**src/rtl/ifetch_pkg.sv**
```systemverilog
// rtl/ifetch_pkg.sv - shared types and constants for the instruction fetch front end
package ifetch_pkg;

    localparam int INSTR_BYTES = 4;

    typedef struct packed {
        logic [31:0] pc;
        logic [31:0] instr;
    } fetch_entry_t;

    typedef enum logic {
        RUN   = 1'b0,
        FLUSH = 1'b1
    } fetch_state_t;

endpackage

```
**src/rtl/ifetch_fifo.sv**
```systemverilog
// rtl/ifetch_fifo.sv - prefetch FIFO of {pc, instr} entries with flush
module ifetch_fifo
    import ifetch_pkg::*;
#(
    parameter int DEPTH = 4,
    parameter int CW    = $clog2(DEPTH + 1)
) (
    input  logic         clk,
    input  logic         rstn,
    input  logic         push,
    input  fetch_entry_t push_data,
    input  logic         pop,
    input  logic         flush,
    output fetch_entry_t head,
    output logic [CW-1:0] count,
    output logic         empty,
    output logic         full
);

    localparam int PW = (DEPTH > 1) ? $clog2(DEPTH) : 1;

    fetch_entry_t  mem [DEPTH];
    logic [PW-1:0] wr_ptr;
    logic [PW-1:0] rd_ptr;
    logic          do_push;
    logic          do_pop;

    function automatic logic [PW-1:0] ptr_inc(input logic [PW-1:0] p);
        return (p == PW'(DEPTH - 1)) ? '0 : p + 1'b1;
    endfunction

    assign empty   = (count == '0);
    assign full    = (count == CW'(DEPTH));
    // Flush wins over both push and pop: a same-cycle push is dropped.
    assign do_push = push && !flush && !full;
    assign do_pop  = pop && !flush && !empty;
    assign head    = mem[rd_ptr];

    always_ff @(posedge clk or negedge rstn) begin
        if (!rstn) begin
            wr_ptr <= '0;
            rd_ptr <= '0;
            count  <= '0;
        end else if (flush) begin
            wr_ptr <= '0;
            rd_ptr <= '0;
            count  <= '0;
        end else begin
            if (do_push) wr_ptr <= ptr_inc(wr_ptr);
            if (do_pop)  rd_ptr <= ptr_inc(rd_ptr);
            count <= count + CW'(do_push) - CW'(do_pop);
        end
    end

    always_ff @(posedge clk) begin
        if (do_push) mem[wr_ptr] <= push_data;
    end

    no_overflow: assert property (@(posedge clk) disable iff (!rstn) !(push && full && !flush));

endmodule

```
**src/rtl/ifetch_unit.sv**
```systemverilog
// rtl/ifetch_unit.sv - sequential instruction fetch with prefetch FIFO and redirect flush
module ifetch_unit
    import ifetch_pkg::*;
#(
    parameter logic [31:0] RESET_PC = 32'h0000_0000,
    parameter int          DEPTH    = 4
) (
    input  logic        clk,
    input  logic        rstn,
    input  logic        redirect_valid,
    input  logic [31:0] redirect_pc,
    output logic        redirect_misaligned,
    output logic        imem_req_valid,
    input  logic        imem_req_ready,
    output logic [31:0] imem_req_addr,
    input  logic        imem_rsp_valid,
    input  logic [31:0] imem_rsp_data,
    output logic        dec_valid,
    input  logic        dec_ready,
    output logic [31:0] dec_instr,
    output logic [31:0] dec_pc
);

    localparam int          CW   = $clog2(DEPTH + 1);
    localparam logic [31:0] STEP = 32'(INSTR_BYTES);

    fetch_state_t  state, state_nx;
    logic          started;
    logic [31:0]   fetch_pc, fetch_pc_nx;
    logic [31:0]   rsp_pc, rsp_pc_nx;
    logic [CW-1:0] outstanding, outstanding_nx;
    logic [CW-1:0] drop_cnt, drop_cnt_nx;
    logic [CW-1:0] fifo_count;
    logic [CW:0]   credit_used;
    logic          fifo_empty, fifo_full, fifo_push, fifo_pop;
    logic          req_fire;
    logic [31:0]   redirect_base;
    fetch_entry_t  fifo_head, rsp_entry;

    assign redirect_base = {redirect_pc[31:2], 2'b00};
    // In-flight requests and buffered entries share one pool of DEPTH credits.
    assign credit_used   = {1'b0, outstanding} + {1'b0, fifo_count};

    assign imem_req_valid = started && (state == RUN) && !redirect_valid && !fifo_full
                            && (credit_used < (CW+1)'(DEPTH));
    assign imem_req_addr  = fetch_pc;
    assign req_fire       = imem_req_valid && imem_req_ready;

    assign fifo_push       = (state == RUN) && imem_rsp_valid;
    assign fifo_pop        = dec_valid && dec_ready;
    assign rsp_entry.pc    = rsp_pc;
    assign rsp_entry.instr = imem_rsp_data;

    assign dec_valid = !fifo_empty;
    assign dec_pc    = fifo_empty ? '0 : fifo_head.pc;
    assign dec_instr = fifo_empty ? '0 : fifo_head.instr;

    ifetch_fifo #(.DEPTH(DEPTH), .CW(CW)) u_fifo (
        .clk       (clk),
        .rstn      (rstn),
        .push      (fifo_push),
        .push_data (rsp_entry),
        .pop       (fifo_pop),
        .flush     (redirect_valid),
        .head      (fifo_head),
        .count     (fifo_count),
        .empty     (fifo_empty),
        .full      (fifo_full)
    );

    always_comb begin
        state_nx       = state;
        fetch_pc_nx    = fetch_pc;
        rsp_pc_nx      = rsp_pc;
        drop_cnt_nx    = drop_cnt;
        outstanding_nx = outstanding + CW'(req_fire) - CW'(imem_rsp_valid);
        if (req_fire) fetch_pc_nx = fetch_pc + STEP;

        if (redirect_valid) begin
            fetch_pc_nx = redirect_base;
            rsp_pc_nx   = redirect_base;
            // A response landing in the redirect cycle is already discarded.
            drop_cnt_nx = ((state == RUN) ? outstanding : drop_cnt) - CW'(imem_rsp_valid);
            state_nx    = (drop_cnt_nx != '0) ? FLUSH : RUN;
        end else begin
            case (state)
                RUN: begin
                    if (imem_rsp_valid) rsp_pc_nx = rsp_pc + STEP;
                end
                FLUSH: begin
                    if (imem_rsp_valid) begin
                        drop_cnt_nx = drop_cnt - 1'b1;
                        if (drop_cnt == CW'(1)) state_nx = RUN;
                    end
                end
                default: state_nx = RUN;
            endcase
        end
    end

    always_ff @(posedge clk or negedge rstn) begin
        if (!rstn) begin
            state               <= RUN;
            started             <= 1'b0;
            fetch_pc            <= RESET_PC;
            rsp_pc              <= RESET_PC;
            outstanding         <= '0;
            drop_cnt            <= '0;
            redirect_misaligned <= 1'b0;
        end else begin
            state               <= state_nx;
            started             <= 1'b1;
            fetch_pc            <= fetch_pc_nx;
            rsp_pc              <= rsp_pc_nx;
            outstanding         <= outstanding_nx;
            drop_cnt            <= drop_cnt_nx;
            redirect_misaligned <= redirect_valid && (redirect_pc[1:0] != 2'b00);
        end
    end

endmodule

```
**config.mk**
```make
export PLATFORM = sky130hd
export DESIGN_NAME = ifetch_unit
export DESIGN_NICKNAME = d
export VERILOG_FILES = /design/src/rtl/ifetch_pkg.sv /design/src/rtl/ifetch_fifo.sv /design/src/rtl/ifetch_unit.sv
export SDC_FILE = /design/constraint.sdc
export NUM_CORES = 1
export LEC_CHECK = 0
export BUFFER_PORTS_ARGS = -buffer_cell sky130_fd_sc_hd__buf_2
export CORE_ASPECT_RATIO = 1.5
export CORE_MARGIN = 3
export CORE_UTILIZATION = 55
export DETAILED_ROUTE_END_ITERATION = 16
export PLACE_DENSITY = 0.76
export SLEW_MARGIN = 40
export SYNTH_ARGS = -nofsm -noshare
export SYNTH_HDL_FRONTEND = slang
export SYNTH_SLANG_ARGS = --single-unit
```
**constraint.sdc**
```tcl
create_clock -name clk -period 3.8 [get_ports clk]
set_input_delay 0.76 -clock clk [delete_from_list [all_inputs] [get_ports clk]]
set_output_delay 0.76 -clock clk [all_outputs]
set_load 0.1 [all_outputs]
```
==> metrics <==
CP Max Fanout 4; total wire length ~28 mm; PortBufs about 160; RSZ-0062 raised after global routing no; Worst-path clk slew about 70 ps; Fin Setup TNS 0 ps; number of flops mapped to enable cells by yosys approximately 250; nets roughly 1,100; grt ovf 0; Least-Margin Pin Slew slightly above 700 ps; # placed instances about 1,300; Worst-Skew Late Latency between 500 and 600 ps; Die X ~140 µm; starting density of the core a little under three fifths; Main synth FF type edfxtp_1; die height 200.0 µm; fmax ~280 MHz; antenna-violating nets left 0; max-slew violation count 0; initial antenna violation count 0; share of cells above drive strength 1 30.18%; leakage between 5 and 6 nW; register area share after synthesis approximately two thirds; clock buffer count from CTS 29; M1 wire length approximately 11 mm; Hold Path Class input port to async pin; Die ar. roughly 27,000 µm²; Fillers about 1,800; Total GRT Usage between 20% and 30%; ANT cells 0; post-place instance area ~15,000 µm²; Worst EP arrival around 2800 ps; post-route insts no fill ~1,400; DRC Markers 0; Cell variety after synth 55; Core ar. 24,520 µm²; Max-Cap Viols 0; Reg area between 9000 and 10,000 µm²; final setup violation count 0; Hold Buf Count CTS 0; H-tree Lvls 1; HPWL after DPL ~18 mm; Post-Layout Inst Area approximately 16,000 µm²; root buffer cell clkbuf_16; asr flop ratio synth between 20% and 30%; via/cell ratio between 5 and 6; largest net degree at the start of global routing 77; Post-Syn Area per Cell approximately 16 µm²; leading cell type in the layout, fill and taps excluded edfxtp_1; io pins 169; status completed; metal2 WL about 14 mm; Syn Std Cell Area around 14,000 µm²; Final min period between 3000 and 4000 ps; Ys Warns 0; Core Util, Final between 60 and 70%; Initial DRT Pass Iterations 5; WHS around 230 ps; CP Launch Type register; FP Rows 70; CTS max path bufs 3; part of the cycle the worst path needs 92.68%; GPL Wtd Cong ~0.89; PwrDens between 600 and 700 nW/µm²; max_slew headroom around half; worst path required time between 3000 and 4000 ps; Synth Instances between 800 and 900; most frequent cells in the layout edfxtp_1, buf_2, dfrtp_1; #FFs+latches synth between 300 and 400; Initial DRC Count ~600; P&R area growth vs syn 16.26%; endpoints failing hold 0; worst vdd ir 0.5660 mV; multi-input combinational cell area about 4200 µm²; total number of vias 8,042; global-route wire length before repair roughly 45 mm; vias in the first global route about 8,400; DR WL met3 roughly 1.5 mm; wire length per cell 20.17 µm; WS Path Type register to output pin; CTS tree yes; uppermost layer routed met4; Fin Clk Skew approximately 10 ps; CTS Sinks ~320; CP endpoint kind output pin
power breakdown:
part,internal (mW),switching [mW]
clock network,1.63,1.21
registers,4.02,0.252
logic,0.936,3.00
total,6.59,4.47
what timing repair did:
action                                  4_1_cts  5_1_grt
setup buffers                                 0        0
endpoints found under the setup margin        0        1
resized for setup                             0        1
cell type report:
type / instances / area share, %
Clock inverter: 15 / 0.8349
Multi-Input combinational cell: 482 / 26.08
Clock buffer: 38 / 5.048
Timing Repair Buffer: 182 / 6.547
Tap cell: 324 / 2.528
Inverter: 26 / 0.6242
Sequential cell: 324 / 58.33
per-stage QoR:
step / setup slack, ps / power, mW
finish: 278.1 / 11.06
global route: 157.6 / 11.50
CTS: 74.61 / 11.17
detailed placement: 616.5 / 8.329
global placement: 669.7 / 8.284
floorplan: 70.75 / 7.586
metal layers:
layer / vias up / GRT usage [%]
li1: 3676 / -
met5: - / 0
met3: 61 / 2.658
met2: 292 / 36.74
met4: 0 / 7.322
met1: 4013 / 27.54
final timing paths:
check / start / end / cells after the start / slack (ps)
worst max-delay path: u_fifo.count[2] / imem_req_valid / 5 / 280
worst min-delay path: rstn / outstanding[1] / 1 / 230
worst max register to register: u_fifo.count[2] / outstanding[2] / 11 / 580
worst min register to register: outstanding[0] / outstanding[0] / 1 / 570
max in group asynchronous: rstn / u_fifo.rd_ptr[0] / 1 / 2990
min in group clk: imem_rsp_data[26] / u_fifo.mem[2][26] / 1 / 440
flip-flops by register name (all words and copies together), names as in the netlist:
signal	count
u_fifo.mem	248
u_fifo.count	3
redirect_misaligned	1
rsp_pc	30
state	1
imem_req_addr	30
outstanding	3
drop_cnt	3
u_fifo.rd_ptr	2
u_fifo.wr_ptr	2
started	1
cells by family (layout without fill, tap and decap cells):
group	Yosys count	after routing	synth area share, %
flip-flops	324	324	67.78
AND/OR/NAND/NOR	257	257	10.42
multiplexers	83	83	11.77
AO/OA/AOI/OAI	75	75	3.365
buffers and inverters	70	261	2.068
XOR/XNOR	44	44	2.794
adder cells (fa/ha/maj)	18	18	1.742
other	2	5	0.05445
worst max-delay path, cell delays in order (launching register included):
cell     delay, ps
dfrtp_1        420
ha_1           280
or4b_1         560
nor4_2         340
and2_1         210
buf_2          420
cells in the mapped netlist, types with 19 or more instances:
cell / n / area (µm²)
edfxtp_1: 248 / 7447
dfrtp_1: 76 / 1902
and2_1: 69 / 431.7
mux4_2: 62 / 1396
nand2_1: 57 / 214.0
o21ai_0: 28 / 140.1
clkbuf_1: 27 / 101.4
nand4_1: 26 / 162.7
xor2_1: 25 / 219.0
inv_1: 24 / 90.09
nand3_1: 22 / 110.1
nor2_1: 22 / 82.58
xnor2_1: 19 / 166.4
No activity file was read; power rests on OpenSTA's default activity.
